--- src/rtl/char_serializer.sv ---
// Parallel-to-serial character feeder: a small FIFO in front of an MSB-first shifter.
// Optional even-parity bit after the LSB when CHAR_SERIALIZER_PARITY_EN is defined.
module char_serializer #(
   parameter int unsigned CHAR_WIDTH = 8,
   parameter int unsigned FIFO_DEPTH = 4,
   parameter int unsigned BIT_CYCLES = 1,
   parameter bit          IDLE_LEVEL = 1'b0
) (
   input  logic                          clock,
   input  logic                          reset_n,
   input  logic                          flush,
   input  logic [CHAR_WIDTH-1:0]         in_data,
   input  logic                          in_valid,
   output logic                          in_ready,
   output logic                          serial_out,
   output logic                          serial_valid,
   output logic                          char_done,
   output logic                          busy,
   output logic [$clog2(FIFO_DEPTH):0]   fifo_count
);

   localparam int unsigned PTR_W = $clog2(FIFO_DEPTH);
   localparam int unsigned CNT_W = PTR_W + 1;
`ifdef CHAR_SERIALIZER_PARITY_EN
   localparam int unsigned NBITS = CHAR_WIDTH + 1;
`else
   localparam int unsigned NBITS = CHAR_WIDTH;
`endif
   localparam int unsigned BIT_IDX_W = (NBITS > 1) ? $clog2(NBITS) : 1;
   localparam int unsigned CYC_W     = (BIT_CYCLES > 1) ? $clog2(BIT_CYCLES) : 1;

   typedef enum logic [0:0] {
      IDLE  = 1'b0,
      SHIFT = 1'b1
   } state_e;

   state_e                  state_q, state_d;
   logic [CNT_W-1:0]        wr_ptr_q, wr_ptr_d;
   logic [CNT_W-1:0]        rd_ptr_q, rd_ptr_d;
   logic [CHAR_WIDTH-1:0]   shift_q, shift_d;
   logic                    serial_out_q, serial_out_d;
   logic                    serial_valid_q, serial_valid_d;
   logic [BIT_IDX_W-1:0]    bit_idx_q, bit_idx_d;
   logic [CYC_W-1:0]        cyc_cnt_q, cyc_cnt_d;
`ifdef CHAR_SERIALIZER_PARITY_EN
   logic                    parity_q, parity_d;
`endif
   logic [CHAR_WIDTH-1:0]   mem_q [FIFO_DEPTH];

   logic                    full_c;
   logic                    empty_c;
   logic                    last_c;
   logic                    push_c;
   logic                    pop_c;
   logic                    hold_end_c;
   logic [CHAR_WIDTH-1:0]   head_c;

   // Pointer wrap bit distinguishes full from empty when the index bits match.
   assign full_c  = (wr_ptr_q[PTR_W] != rd_ptr_q[PTR_W]) &&
                    (wr_ptr_q[PTR_W-1:0] == rd_ptr_q[PTR_W-1:0]);
   assign empty_c = (wr_ptr_q == rd_ptr_q);
   assign head_c  = mem_q[rd_ptr_q[PTR_W-1:0]];

   assign hold_end_c = (cyc_cnt_q == CYC_W'(BIT_CYCLES - 1));
   assign last_c     = (state_q == SHIFT) && hold_end_c &&
                       (bit_idx_q == BIT_IDX_W'(NBITS - 1));

   assign push_c = in_valid && !full_c && !flush;
   assign pop_c  = !flush && !empty_c && ((state_q == IDLE) || last_c);

   assign in_ready     = !full_c;
   assign fifo_count   = wr_ptr_q - rd_ptr_q;
   assign busy         = (state_q == SHIFT) || (fifo_count != '0);
   assign char_done    = last_c;
   assign serial_out   = serial_out_q;
   assign serial_valid = serial_valid_q;

   always_ff @(posedge clock) begin
      if (push_c) begin
         mem_q[wr_ptr_q[PTR_W-1:0]] <= in_data;
      end
   end

   // Next-state: flush dominates, then shift/advance, then a pop reloads the shifter.
   always_comb begin
      state_d        = state_q;
      wr_ptr_d       = wr_ptr_q;
      rd_ptr_d       = rd_ptr_q;
      shift_d        = shift_q;
      serial_out_d   = serial_out_q;
      serial_valid_d = serial_valid_q;
      bit_idx_d      = bit_idx_q;
      cyc_cnt_d      = cyc_cnt_q;
`ifdef CHAR_SERIALIZER_PARITY_EN
      parity_d       = parity_q;
`endif

      if (push_c) begin
         wr_ptr_d = wr_ptr_q + CNT_W'(1);
      end

      if (flush) begin
         state_d        = IDLE;
         rd_ptr_d       = wr_ptr_q;
         serial_out_d   = IDLE_LEVEL;
         serial_valid_d = 1'b0;
         bit_idx_d      = '0;
         cyc_cnt_d      = '0;
      end else begin
         case (state_q)
            IDLE: begin
               serial_out_d   = IDLE_LEVEL;
               serial_valid_d = 1'b0;
            end
            SHIFT: begin
               if (!hold_end_c) begin
                  cyc_cnt_d = cyc_cnt_q + CYC_W'(1);
               end else if (bit_idx_q == BIT_IDX_W'(NBITS - 1)) begin
                  state_d        = IDLE;
                  serial_out_d   = IDLE_LEVEL;
                  serial_valid_d = 1'b0;
                  bit_idx_d      = '0;
                  cyc_cnt_d      = '0;
               end else begin
                  cyc_cnt_d = '0;
                  bit_idx_d = bit_idx_q + BIT_IDX_W'(1);
                  shift_d   = shift_q << 1;
`ifdef CHAR_SERIALIZER_PARITY_EN
                  serial_out_d = (bit_idx_q == BIT_IDX_W'(CHAR_WIDTH - 1)) ?
                                 parity_q : shift_q[CHAR_WIDTH-2];
`else
                  serial_out_d = shift_q[CHAR_WIDTH-2];
`endif
               end
            end
            default: begin
               state_d = IDLE;
            end
         endcase

         // Load from the FIFO head: from IDLE, or seamlessly after the last bit.
         if (pop_c) begin
            rd_ptr_d       = rd_ptr_q + CNT_W'(1);
            state_d        = SHIFT;
            shift_d        = head_c;
            serial_out_d   = head_c[CHAR_WIDTH-1];
            serial_valid_d = 1'b1;
            bit_idx_d      = '0;
            cyc_cnt_d      = '0;
`ifdef CHAR_SERIALIZER_PARITY_EN
            parity_d       = ^head_c;
`endif
         end
      end
   end

   always_ff @(posedge clock or negedge reset_n) begin
      if (!reset_n) begin
         state_q        <= IDLE;
         wr_ptr_q       <= '0;
         rd_ptr_q       <= '0;
         shift_q        <= '0;
         serial_out_q   <= IDLE_LEVEL;
         serial_valid_q <= 1'b0;
         bit_idx_q      <= '0;
         cyc_cnt_q      <= '0;
`ifdef CHAR_SERIALIZER_PARITY_EN
         parity_q       <= 1'b0;
`endif
      end else begin
         state_q        <= state_d;
         wr_ptr_q       <= wr_ptr_d;
         rd_ptr_q       <= rd_ptr_d;
         shift_q        <= shift_d;
         serial_out_q   <= serial_out_d;
         serial_valid_q <= serial_valid_d;
         bit_idx_q      <= bit_idx_d;
         cyc_cnt_q      <= cyc_cnt_d;
`ifdef CHAR_SERIALIZER_PARITY_EN
         parity_q       <= parity_d;
`endif
      end
   end

endmodule

--- config.mk ---
export PLATFORM = sky130hd
export DESIGN_NAME = char_serializer
export DESIGN_NICKNAME = d
export VERILOG_FILES = /design/src/rtl/char_serializer.sv
export SDC_FILE = /design/constraint.sdc
export NUM_CORES = 1
export LEC_CHECK = 0
export CORE_MARGIN = 3
export CORE_UTILIZATION = 50
export CTS_CLUSTER_SIZE = 40
export DETAILED_ROUTE_END_ITERATION = 6
export PLACE_DENSITY = 0.76
export SLEW_MARGIN = 10
export SYNTH_ARGS = -nofsm -noshare
export SYNTH_HDL_FRONTEND = slang
export SYNTH_SLANG_ARGS = --single-unit
--- constraint.sdc ---
create_clock -name clock -period 4.5 [get_ports clock]
set_clock_uncertainty 0.1 [all_clocks]
set_input_delay 1.35 -clock clock [delete_from_list [all_inputs] [get_ports clock]]
set_output_delay 1.35 -clock clock [all_outputs]
set_load 0.03 [all_outputs]
=== Word-level counts from Yosys, hierarchy flattened ===
Memories as Yosys holds them, arrays and structs flattened.
Cells that the tools add are included.

* Add/sub/neg operators: 5
* Equal/unequal tests: 9
* Mux-type cells: 32
* Bitwise operators: 3
* Reductions and logical operators: 19

{| class="wikitable"
|+ Operators with widths
! kind !! number
|-
| 7-bit 2-to-1 mux || 4
|-
| 3-bit 2-to-1 mux || 7
|-
| 1-bit 2-to-1 mux || 19
|-
| 3-bit by 1-bit adder with 3-bit output (second input constant) || 3
|-
| 1-bit logical AND || 7
|-
| 3-bit nonzero test || 2
|-
| 4-bit by 2-bit inequality test with 1-bit output (second input constant) || 1
|-
| 4-bit by 3-bit inequality test with 1-bit output (second input constant) || 1
|-
| 1-bit one-hot mux with 2 select lines || 2
|-
| 2-bit AND reduction || 2
|-
| 4-bit AND reduction || 1
|-
| 2-bit nonzero test || 2
|-
| 3-bit equality test || 1
|-
| 3-bit equality test (second input constant) || 1
|-
| 1-bit zero test || 3
|-
| 3-bit by 2-bit inequality test with 1-bit output (second input constant) || 1
|-
| 1-bit inverter || 3
|-
| 3-bit subtractor || 1
|-
| 2-bit equality test || 1
|-
| 1-bit logical OR || 2
|-
| 2-bit by 1-bit inequality test with 1-bit output (second input constant) || 1
|-
| 2-bit inequality test (second input constant) || 1
|-
| 1-bit adder (second input constant) || 1
|-
| 1-bit inequality test || 1
|}

* Bits in registers: 20
* Bits in writable memories: 32
* Bits of input ports: 12
* Output and inout bits: 8
* Logic and storage cells: 77
* Memories kept: 1

{| class="wikitable"
|+ Memory list
! memory !! depth !! width !! rd ports !! clocked after Yosys merged registers in !! write ports !! RTL line !! RTL
|-
| mem_q || 4 || 8 || 1 || 0 || 1 || 48 || <nowiki>logic [CHAR_WIDTH-1:0] mem_q [FIFO_DEPTH];</nowiki>
|}

=== Longest topological paths before layout ===
* Word-level depth: 7
* Gate-level depth with buffers: 8
* Depth with buffers taken out: 5

=== Least setup slack after synthesis ===
OpenSTA, ideal clock, no wires.

* Kind: flip-flop to output port
* Start: register wr_ptr_q[0]
* End: output port busy
* Arrival: 1.977 ns
* Data required time: 3.050 ns
* Slack: 1.073 ns
* Stages on the path, launching flop included: 6
* Path buffers: 0
* Cell sequence: dfrtp_1 > inv_1 > ha_1 > fa_1 > xnor2_1 > or4_1

* Cells in the longest elaborated chain, start to end: 3

{| class="wikitable"
|+ RTL lines
! item !! RTL line !! RTL
|-
| start: declaration || 38 || <nowiki>logic [CNT_W-1:0] wr_ptr_q, wr_ptr_d;</nowiki>
|-
| start signal: assignment || 172 || <nowiki>wr_ptr_q <= wr_ptr_d;</nowiki>
|-
| 3-bit subtractor || 72 || <nowiki>assign fifo_count = wr_ptr_q - rd_ptr_q;</nowiki>
|-
| via fifo_count[2] || 19 || <nowiki>output logic [$clog2(FIFO_DEPTH):0] fifo_count</nowiki>
|-
| 3-bit nonzero test || 73 || <nowiki>assign busy = (state_q == SHIFT) || (fifo_count != '0);</nowiki>
|-
| 1-bit logical OR || 73 ||
|-
| end: declaration || 18 || <nowiki>output logic busy,</nowiki>
|}

The timed path passes the listed nets, and every way through them passes these cells.

=== Worst setup path after layout ===
* Start: register wr_ptr_q[0]
* End: output port busy

* Cells in the longest elaborated chain, start to end: 3

{| class="wikitable"
|+ RTL lines
! item !! RTL line
|-
| 3-bit subtractor || 72
|-
| 3-bit nonzero test || 73
|-
| 1-bit logical OR || 73
|}

Every way passes these cells.

==> results.md <==
* Max_slew headroom at 29.3%
* Syn avg cell area at 14.3 um2
* Fin. Hold Viols at 0
* Tightest Pin Transition at 1.06 ns
* Area occupied by multi-input gates at 966 um2
* CP Class: reg2out
* Most common cell after layout, fill and taps aside: edfxtp_1
* Clock transition at the registers of the reported paths at 0.10 ns
* Max-Cap Viols at 0
* Initial antenna violation count at 0
* Final Cycle Share at 91.6%
* #FFs+latches synth at 51
* Max FO, Critical Path at 5
* RSZ-0062 raised after global routing: no
* Critical path arrival at 2.67 ns
* Crit path time final at 4.12 ns
* Seq/Total Area, Yosys at 56.8%
* Status: completed
* Synth Instances at 177
* Leak at 1.04 nW
* Vias per Instance at 6.11
* First-iteration detailed-routing DRC count at 152
* Highest clock rate at 0.242 GHz
* Die Y at 77.1 um
* Maximum clock insertion buffer count at 2
* Die area at 5950 um2
* Overflow after GRT at 0
* Primary FF master, synth: edfxtp_1
* First-pass GRT wire length at 7980 um
* Remaining routing DRC violations at 0
* Layout cell share with drive strength beyond 1 at 16.1%
* Largest net degree at the start of global routing at 25
* Mapped cell area at 2530 um2
* Antenna diodes at 0
* Fillers at 380
* DRT Pass-1 Iters at 5
* Yosys warnings at 0
* Resized Gates After CTS at 0
* Distinct cells, synth at 51
* Final antenna-violating net count at 0
* Final Slew Violations at 0
* Pwr Density at 717 nW/um2
* Asr flop ratio synth at 37.3%
* CTS HTree Levels at 2
* Number of global-route vias before repair at 1,648
* All-Layer GR Usage at 17.1%
* Hpwl dp at 3150 um
* Most frequent cells in the layout: edfxtp_1 (32), dfrtp_1 (19), clkdlybuf4s50_1 (19)
* TritonCTS clock tree: yes
* GP Congestion at 0.751
* Row cnt at 25
* Skew-Pair Late Insertion Delay at 0.31 ns
* Synthesis-to-layout area growth at 12.8%
* Setup bufs post-CTS at 0
* Routed WL at 4900 um
* Cell Count, Final, Fillers Out at 260
* Post-synth EDFFs at 32
* HP Class: reg2reg
* Setup TNS Final at 0 ns
* Clock Sinks at 51
* Total core area at 4820 um2
* Clk root buf: clkbuf_8
* WL per Instance at 18.9 um
* Layout Nets at 214
* Critical Path RT at 3.05 ns
* # IOs at 20
* Flip-flop and latch area at 1440 um2
* Syn Nets at 199
* Total power at 2.04 mW
* Dpl cells at 252
* Buffers on Ports at 19
* Cts bufs inserted at 5
* CP Capture Type: output pin
* Starting Density at 52.5%
* Vias post-DR at 1,589
* Post-CTS Hold Buffers at 0
* Final setup viols at 0
* Crit start category: flop
* Die width at 77.1 um
* Worst VDD drop at 0.000323 V
==> metal layers <==
metal	global-route usage, %	part of all wire [%]	vias to the layer above
met5	0	0	-
met4	4.80	1.6	0
met3	5.16	6.2	8
met2	28.6	50	60
met1	21.7	42	806
li1	-	-	715
==> synthesized netlist by cell type (all sizes together), types with 2 or more instances <==
cell	instances	area share, %
edfxtp	32	38
nor2	11	1.6
nor3	7	1.6
a2111oi	6	3.6
nand2	3	0.45
o21ai	2	0.40
nand4b	2	0.69
nand2b	3	0.74
and2	5	1.2
o211ai	3	1.1
a31oi	2	0.74
dfrtp	19	19
clkbuf	7	1.1
o2bb2ai	6	2.1
xor2	2	0.99
inv	9	1.3
mux4	8	7.4
ha	9	4.5
buf	8	2.6
xnor2	3	1.3
nand4	2	0.49
a21oi	4	0.94
nor4	6	1.5
==> worst max-delay path, cell delays in order (launching register included) <==
cell and delay [ns]:
dfrtp_1 0.41, inv_1 0.13, ha_1 0.24, fa_1 0.48, inv_1 0.05, or4_1 0.46, clkdlybuf4s50_1 0.60
==> through the flow <==
stage	hold slack (ns)	instance area, um2	util, %	worst slack, ns
global placement	0.379	2740	56.9	0.802
finish	0.406	2850	59.2	0.376
floorplan	0.399	2530	-	1.07
global route	0.429	2850	59.2	0.292
detailed placement	0.389	2740	56.9	0.729
CTS	0.410	2850	59.2	0.378
==> path summary, 6_finish.rpt <==
check | start | to | slack (ns) | cells past startpoint
worst max-delay path | wr_ptr_q[0] | busy | 0.38 | 6
worst min-delay path | serial_valid | serial_valid | 0.41 | 1
max in group asynchronous | reset_n | wr_ptr_q[1] | 2.32 | 1
worst max register to register | rd_ptr_q[1] | mem_q[3][4] | 1.54 | 5
worst min register to register | serial_valid | serial_valid | 0.41 | 1
min in group asynchronous | reset_n | bit_idx_q[2] | 1.43 | 1
==> report_power, final <==
group	switching [mW]	internal, mW	total (mW)	leakage, nW
combinational	0.612	0.401	1.01	0.462
sequential	0.101	0.607	0.709	0.517
clock	0.156	0.166	0.322	0.0562
==> layout make-up <==
class | count | area share [%]
Tap cell | 67 | 2.94
Multi-Input combinational cell | 102 | 33.9
Sequential cell | 51 | 50.4
Clock inverter | 3 | 1.49
Clock buffer | 5 | 2.41
Timing Repair Buffer | 23 | 7.72
Inverter | 9 | 1.18
==> state kept, by name (all words and copies together), names as in the netlist <==
signal	count
state_q	1
shift_q	7
bit_idx_q	3
serial_out	1
serial_valid	1
wr_ptr_q	3
mem_q	32
rd_ptr_q	3
==> kinds of logic (layout without fill, tap and decap cells) <==
group,after synthesis,in the layout,share of synthesized area (%)
AOI/OAI and AO/OA,32,32,12.2
xor gates and xnor gates,5,5,2.33
adders and majority gates,10,10,5.25
buffers and inverters,24,40,5.00
DFF,51,51,56.8
muxes,9,9,8.02
and+or+nand+nor,46,46,10.4
Power figures use the tool's default switching activity.
